===== src/rtl/imm_extend_unit.sv =====
// -----------------------------------------------------------------------------
// imm_extend_unit
//
// One-stage decoder that extracts and extends the immediate field of a 16-bit
// instruction. An optional EXTEND prefix (op[15:11] = 11110) supplies the upper
// 11 bits of a 16-bit immediate for the following instruction.
//
// Parameters
//   DATA_W  width of the extended immediate (>= 16)
//   EXT_EN  1: honour EXTEND prefixes, 0: treat 11110 as a plain instruction
//
// Ports
//   clk          single rising-edge clock
//   rst          asynchronous active-low reset
//   flush        synchronous flush: drops output, prefix and current input
//   in_valid     instr is valid
//   in_ready     unit accepts instr this cycle (combinational)
//   instr        16-bit instruction word
//   out_valid    output register holds a decoded instruction
//   out_ready    downstream consumes the output this cycle
//   out_instr    accepted instruction (never the prefix)
//   out_imm      extended immediate
//   out_imm_vld  instruction carries an immediate
//   out_extended immediate was formed from an EXTEND prefix
//   out_ext_err  prefix was followed by a non-immediate instruction
// -----------------------------------------------------------------------------
module imm_extend_unit #(
   parameter int DATA_W = 16,
   parameter bit EXT_EN = 1'b1
) (
   input  logic              clk,
   input  logic              rst,
   input  logic              flush,
   input  logic              in_valid,
   output logic              in_ready,
   input  logic [15:0]       instr,
   output logic              out_valid,
   input  logic              out_ready,
   output logic [15:0]       out_instr,
   output logic [DATA_W-1:0] out_imm,
   output logic              out_imm_vld,
   output logic              out_extended,
   output logic              out_ext_err
);

   typedef enum logic [0:0] {
      IDLE = 1'b0,
      PFX  = 1'b1
   } state_t;

   typedef enum logic [2:0] {
      CLS_NONE = 3'd0,
      CLS_S8   = 3'd1,
      CLS_S4   = 3'd2,
      CLS_S11  = 3'd3,
      CLS_S5   = 3'd4,
      CLS_SH   = 3'd5,
      CLS_U8   = 3'd6
   } imm_class_t;

   // Immediate class of an instruction word.
   function automatic imm_class_t classify(input logic [15:0] w);
      imm_class_t c;
      c = CLS_NONE;
      case (w[15:11])
         5'b01001, 5'b00100, 5'b00101, 5'b10010, 5'b11010: c = CLS_S8;
         // Only two sub-opcodes of 01100 carry a signed imm8.
         5'b01100: c = ((w[10:8] == 3'b011) || (w[10:8] == 3'b000)) ? CLS_S8 : CLS_NONE;
         5'b01000: c = (w[4] == 1'b0) ? CLS_S4 : CLS_NONE;
         5'b00010: c = CLS_S11;
         5'b10011, 5'b11011: c = CLS_S5;
         5'b00110: c = CLS_SH;
         5'b01101, 5'b01011: c = CLS_U8;
         default: c = CLS_NONE;
      endcase
      return c;
   endfunction

   // Immediate of an unprefixed instruction, extended to DATA_W.
   function automatic logic [DATA_W-1:0] plain_imm(input imm_class_t c, input logic [15:0] w);
      logic [DATA_W-1:0] v;
      v = '0;
      case (c)
         CLS_S8:  v = DATA_W'($signed(w[7:0]));
         CLS_S4:  v = DATA_W'($signed(w[3:0]));
         CLS_S11: v = DATA_W'($signed(w[10:0]));
         CLS_S5:  v = DATA_W'($signed(w[4:0]));
         // A zero shift field encodes a shift of eight.
         CLS_SH:  v = (w[4:2] == 3'b000) ? DATA_W'(4'd8) : DATA_W'(w[4:2]);
         CLS_U8:  v = DATA_W'(w[7:0]);
         default: v = '0;
      endcase
      return v;
   endfunction

   // Immediate formed from a stored prefix plus the low five bits of the word.
   function automatic logic [DATA_W-1:0] prefixed_imm(input imm_class_t c,
                                                      input logic [10:0] pfx,
                                                      input logic [15:0] w);
      logic [15:0]       imm16;
      logic [DATA_W-1:0] v;
      imm16 = {pfx[4:0], pfx[10:5], w[4:0]};
      case (c)
         CLS_NONE:       v = '0;
         CLS_SH, CLS_U8: v = DATA_W'(imm16);
         default:        v = DATA_W'($signed(imm16));
      endcase
      return v;
   endfunction

   state_t            state_r;
   logic [10:0]       pfx_r;
   imm_class_t        cls_s;
   logic              accept_s;
   logic              is_pfx_s;
   logic [DATA_W-1:0] nxt_imm_s;
   logic              nxt_vld_s;
   logic              nxt_ext_s;
   logic              nxt_err_s;

   // Accept whenever not flushing and the output slot is free or being drained.
   assign in_ready = !flush && (!out_valid || out_ready);

   // Decode the presented instruction into its next output values.
   always_comb begin
      cls_s     = classify(instr);
      accept_s  = in_valid && in_ready;
      is_pfx_s  = EXT_EN && (instr[15:11] == 5'b11110);
      nxt_vld_s = (cls_s != CLS_NONE);
      if (state_r == PFX) begin
         nxt_imm_s = prefixed_imm(cls_s, pfx_r, instr);
         nxt_ext_s = (cls_s != CLS_NONE);
         nxt_err_s = (cls_s == CLS_NONE);
      end else begin
         nxt_imm_s = plain_imm(cls_s, instr);
         nxt_ext_s = 1'b0;
         nxt_err_s = 1'b0;
      end
   end

   // Prefix FSM and registered outputs.
   always_ff @(posedge clk or negedge rst) begin
      if (!rst) begin
         state_r      <= IDLE;
         pfx_r        <= 11'd0;
         out_valid    <= 1'b0;
         out_instr    <= 16'd0;
         out_imm      <= '0;
         out_imm_vld  <= 1'b0;
         out_extended <= 1'b0;
         out_ext_err  <= 1'b0;
      end else if (flush) begin
         state_r   <= IDLE;
         out_valid <= 1'b0;
      end else if (accept_s) begin
         if (is_pfx_s) begin
            // Prefix is absorbed; any previous output was consumed this cycle.
            state_r   <= PFX;
            pfx_r     <= instr[10:0];
            out_valid <= 1'b0;
         end else begin
            state_r      <= IDLE;
            out_valid    <= 1'b1;
            out_instr    <= instr;
            out_imm      <= nxt_imm_s;
            out_imm_vld  <= nxt_vld_s;
            out_extended <= nxt_ext_s;
            out_ext_err  <= nxt_err_s;
         end
      end else if (out_ready) begin
         out_valid <= 1'b0;
      end else begin
         out_valid <= out_valid;
      end
   end

endmodule


===== config.mk =====
export PLATFORM = sky130hd
export DESIGN_NAME = imm_extend_unit
export DESIGN_NICKNAME = d
export VERILOG_FILES = /design/src/rtl/imm_extend_unit.sv
export SDC_FILE = /design/constraint.sdc
export NUM_CORES = 1
export LEC_CHECK = 0
export ABC_CLOCK_PERIOD_IN_PS = 1640
export CORE_UTILIZATION = 40
export CTS_CLUSTER_DIAMETER = 120
export DETAILED_ROUTE_END_ITERATION = 8
export MAX_ROUTING_LAYER = met4
export PLACE_DENSITY_LB_ADDON = 0.05
export SETUP_SLACK_MARGIN = 0.15
export SLEW_MARGIN = 0
export SYNTH_ARGS = -nofsm -noshare
export SYNTH_HDL_FRONTEND = slang
export SYNTH_SLANG_ARGS = --single-unit
export TNS_END_PERCENT = 1

===== constraint.sdc =====
create_clock -name clk -period 1.64 [get_ports clk]
set_clock_uncertainty 0.05 [all_clocks]
set_input_delay 0.328 -clock clk [delete_from_list [all_inputs] [get_ports clk]]
set_output_delay 0.328 -clock clk [all_outputs]
set_load 0.005 [all_outputs]

==> metrics <==
clk buf depth 2; Clock Latency Late Sink 0.30 ns; CTS tree built; Yosys top cell by area dfrtp_1; RSZ-0062 raised after global routing true; Worst Hold Endpoint out_valid; Leak 1.91 nW; CP Data Arrival Time 1.96 ns; DRC violations left 0; Core ar. 0.00568 mm^2; Max Fclk 564 MHz; Die Ht 79.8 um; hold_sp out_ready; CTS Buf Count 5; drt wl/cell 15.8 um; Detailed Place HPWL 5080 um; first-pass iteration count of the detailed router 4; violated checks negative setup slack; Die Wd 79.8 um; Worst R2R Setup Slack 0.09 ns; Mean Syn Cell Area 9.61 um^2; final setup fails 18; io pins 58; final WL 6980 um; area of the die 0.00637 mm^2; Critical Path Source Type input pin; RR Startpoint out_valid; Post-synth ARST share 100%; via count 2346; FF-to-FF End out_imm[2]; final worst-path cycle share 108%; final hold violations 0; All-Layer GR Usage 24.6%; Reg area 0.00120 mm^2; Worst Max-Slew Pin Slew 0.303 ns; final core utilization 66.6%; Pwr per Cell Area 779 mW/mm^2; crit end category register; Iter 0 DRT Violations 97; ys flop type dfrtp_1; run status finished with violations; Seq/Total Area, Yosys 49.6%; peak supply drop 0.491 mV; largest net degree at the start of global routing 49; hold path cells 3; critical path peak fanout 6; CTS clk-pin slew, worst paths 0.09 ns; synthesized flop and latch total 48; post-layout min period 1.77 ns; share of cells above drive strength 1 35.6%; Layout Nets 391; Vias/cell 5.30; antenna violations before repair 0; Area Growth Syn to Fin 56.0%; Starting Density 42.7%; # fillers 512; global route total overflow 0; normalized max-slew margin 79.7%; Gate Count Post-Synth 252; Worst Hold Class input pin to register; count leader, synth nand2_1; Multi-input gate area 0.00128 mm^2; Inserted Diodes 0; Post-DP Area 0.00344 mm^2; Synth top area share 49.6%; first-pass GRT wire length 11700 um; ANT nets after route 0; port bufs 57; CTS Sinks 48; most instantiated cells after synthesis nand2_1, dfrtp_1, nor2_1; vias in the first global route 2391; Reg2Reg Depth 7; final instance area 0.00378 mm^2; number of flops mapped to enable cells by yosys 0; Final Max Slew Viols 0; max capacitance violation total 0; kind of critical path input pin to register; GPL Wtd Cong 0.895; synth top area cells dfrtp_1, nand2_1, mux2_2; row cnt 27; setup ws final -0.133 ns; Root Buffer clkbuf_8; Yosys warnings 0; synthesized area 0.00242 mm^2; Cell variety after synth 49; synthesized net count 273; htree depth 2; required time of the critical path 1.82 ns
-- power breakdown --
| part | switching, mW | leakage (nW) | internal [mW] |
|---|---|---|---|
| registers | 0.0785 | 0.619 | 1.33 |
| clock network | 0.424 | 0.0516 | 0.346 |
| logic | 0.338 | 1.24 | 0.423 |
| total | 0.840 | 1.91 | 2.10 |
-- flip-flops by register name, summed over array words and instances (netlist names) --
signal,count
out_imm,16
out_ext_err,1
out_imm_vld,1
out_instr,16
state_r,1
pfx_r,11
out_valid,1
out_extended,1
-- cells in the final DEF, fill, tap and decap left out, drive strengths merged, types with 6 or more instances in the layout --
master,count
mux2,10
nor2,14
nand2,53
clkdlybuf4s50,7
a21oi,14
buf,75
inv,6
clkbuf,10
o211ai,7
o21ai,17
dfrtp,48
dlygate4sd2,39
-- through the flow --
step | hold WS (ns) | power, mW | worst slack, ns | TNS [ns] | instances
floorplan | -0.0176 | 1.72 | -0.246 | -5.57 | 252
CTS | 0.302 | 2.95 | -0.188 | -2.12 | 441
detailed placement | 0.297 | 2.20 | -0.960 | -32.35 | 418
global placement | 0.285 | 2.19 | -0.904 | -31.15 | 418
global route | 0.310 | 3.11 | -0.216 | -2.59 | 443
finish | 0.307 | 2.94 | -0.133 | -1.54 | 443
-- final cells by class --
cell class | instances | area share [%]
Clock buffer | 6 | 2.19
Clock inverter | 2 | 0.364
Inverter | 5 | 0.497
Multi-Input combinational cell | 182 | 34.0
Sequential cell | 48 | 31.8
Tap cell | 72 | 2.38
Timing Repair Buffer | 128 | 28.8
-- worst max path at each step --
stage	startpoint	depth (start not counted)	endpoint	slack, ns
after floorplan	instr[13]	8	out_imm[8]	-0.25
after CTS	instr[13]	8	out_imm[14]	-0.19
after detailed placement	instr[14]	8	out_imm[11]	-0.96
after global placement	instr[14]	8	out_imm[8]	-0.90
after global routing	instr[13]	9	out_imm[15]	-0.22
final	instr[13]	8	out_imm[14]	-0.13
-- repair_timing --
item                                    CTS  global route
hold endpoints to repair                 48             0
setup buffers                            13             2
cloned                                    1             0
gates resized for setup                 111            17
endpoints found under the setup margin   85            46
pin swaps                                20            16
hold buffers                              1             0
-- worst max-delay path, stage by stage --
cell	delay (ns)
buf_8	0.10
buf_6	0.12
or4b_4	0.56
o31ai_4	0.22
or2_4	0.15
o211ai_1	0.08
a21o_1	0.26
o21ai_1	0.14
-- kinds of logic after synthesis --
logic type | count (synthesis) | share of synthesized area (%)
mux | 11 | 5.06
flops | 48 | 49.6
xor+xnor | 2 | 0.723
simple gates | 101 | 20.2
compound gates | 68 | 20.0
buf+inv | 22 | 4.39
-- routing by layer --
metal / up-vias / global-route usage (%) / wire length, um
met5: - / - / 0
met4: 0 / 7.86 / 163
met3: 14 / 3.43 / 207
met2: 58 / 41.5 / 3410
met1: 1143 / 30.5 / 3200
li1: 1131 / - / -
(Power assumes the default switching activity.)
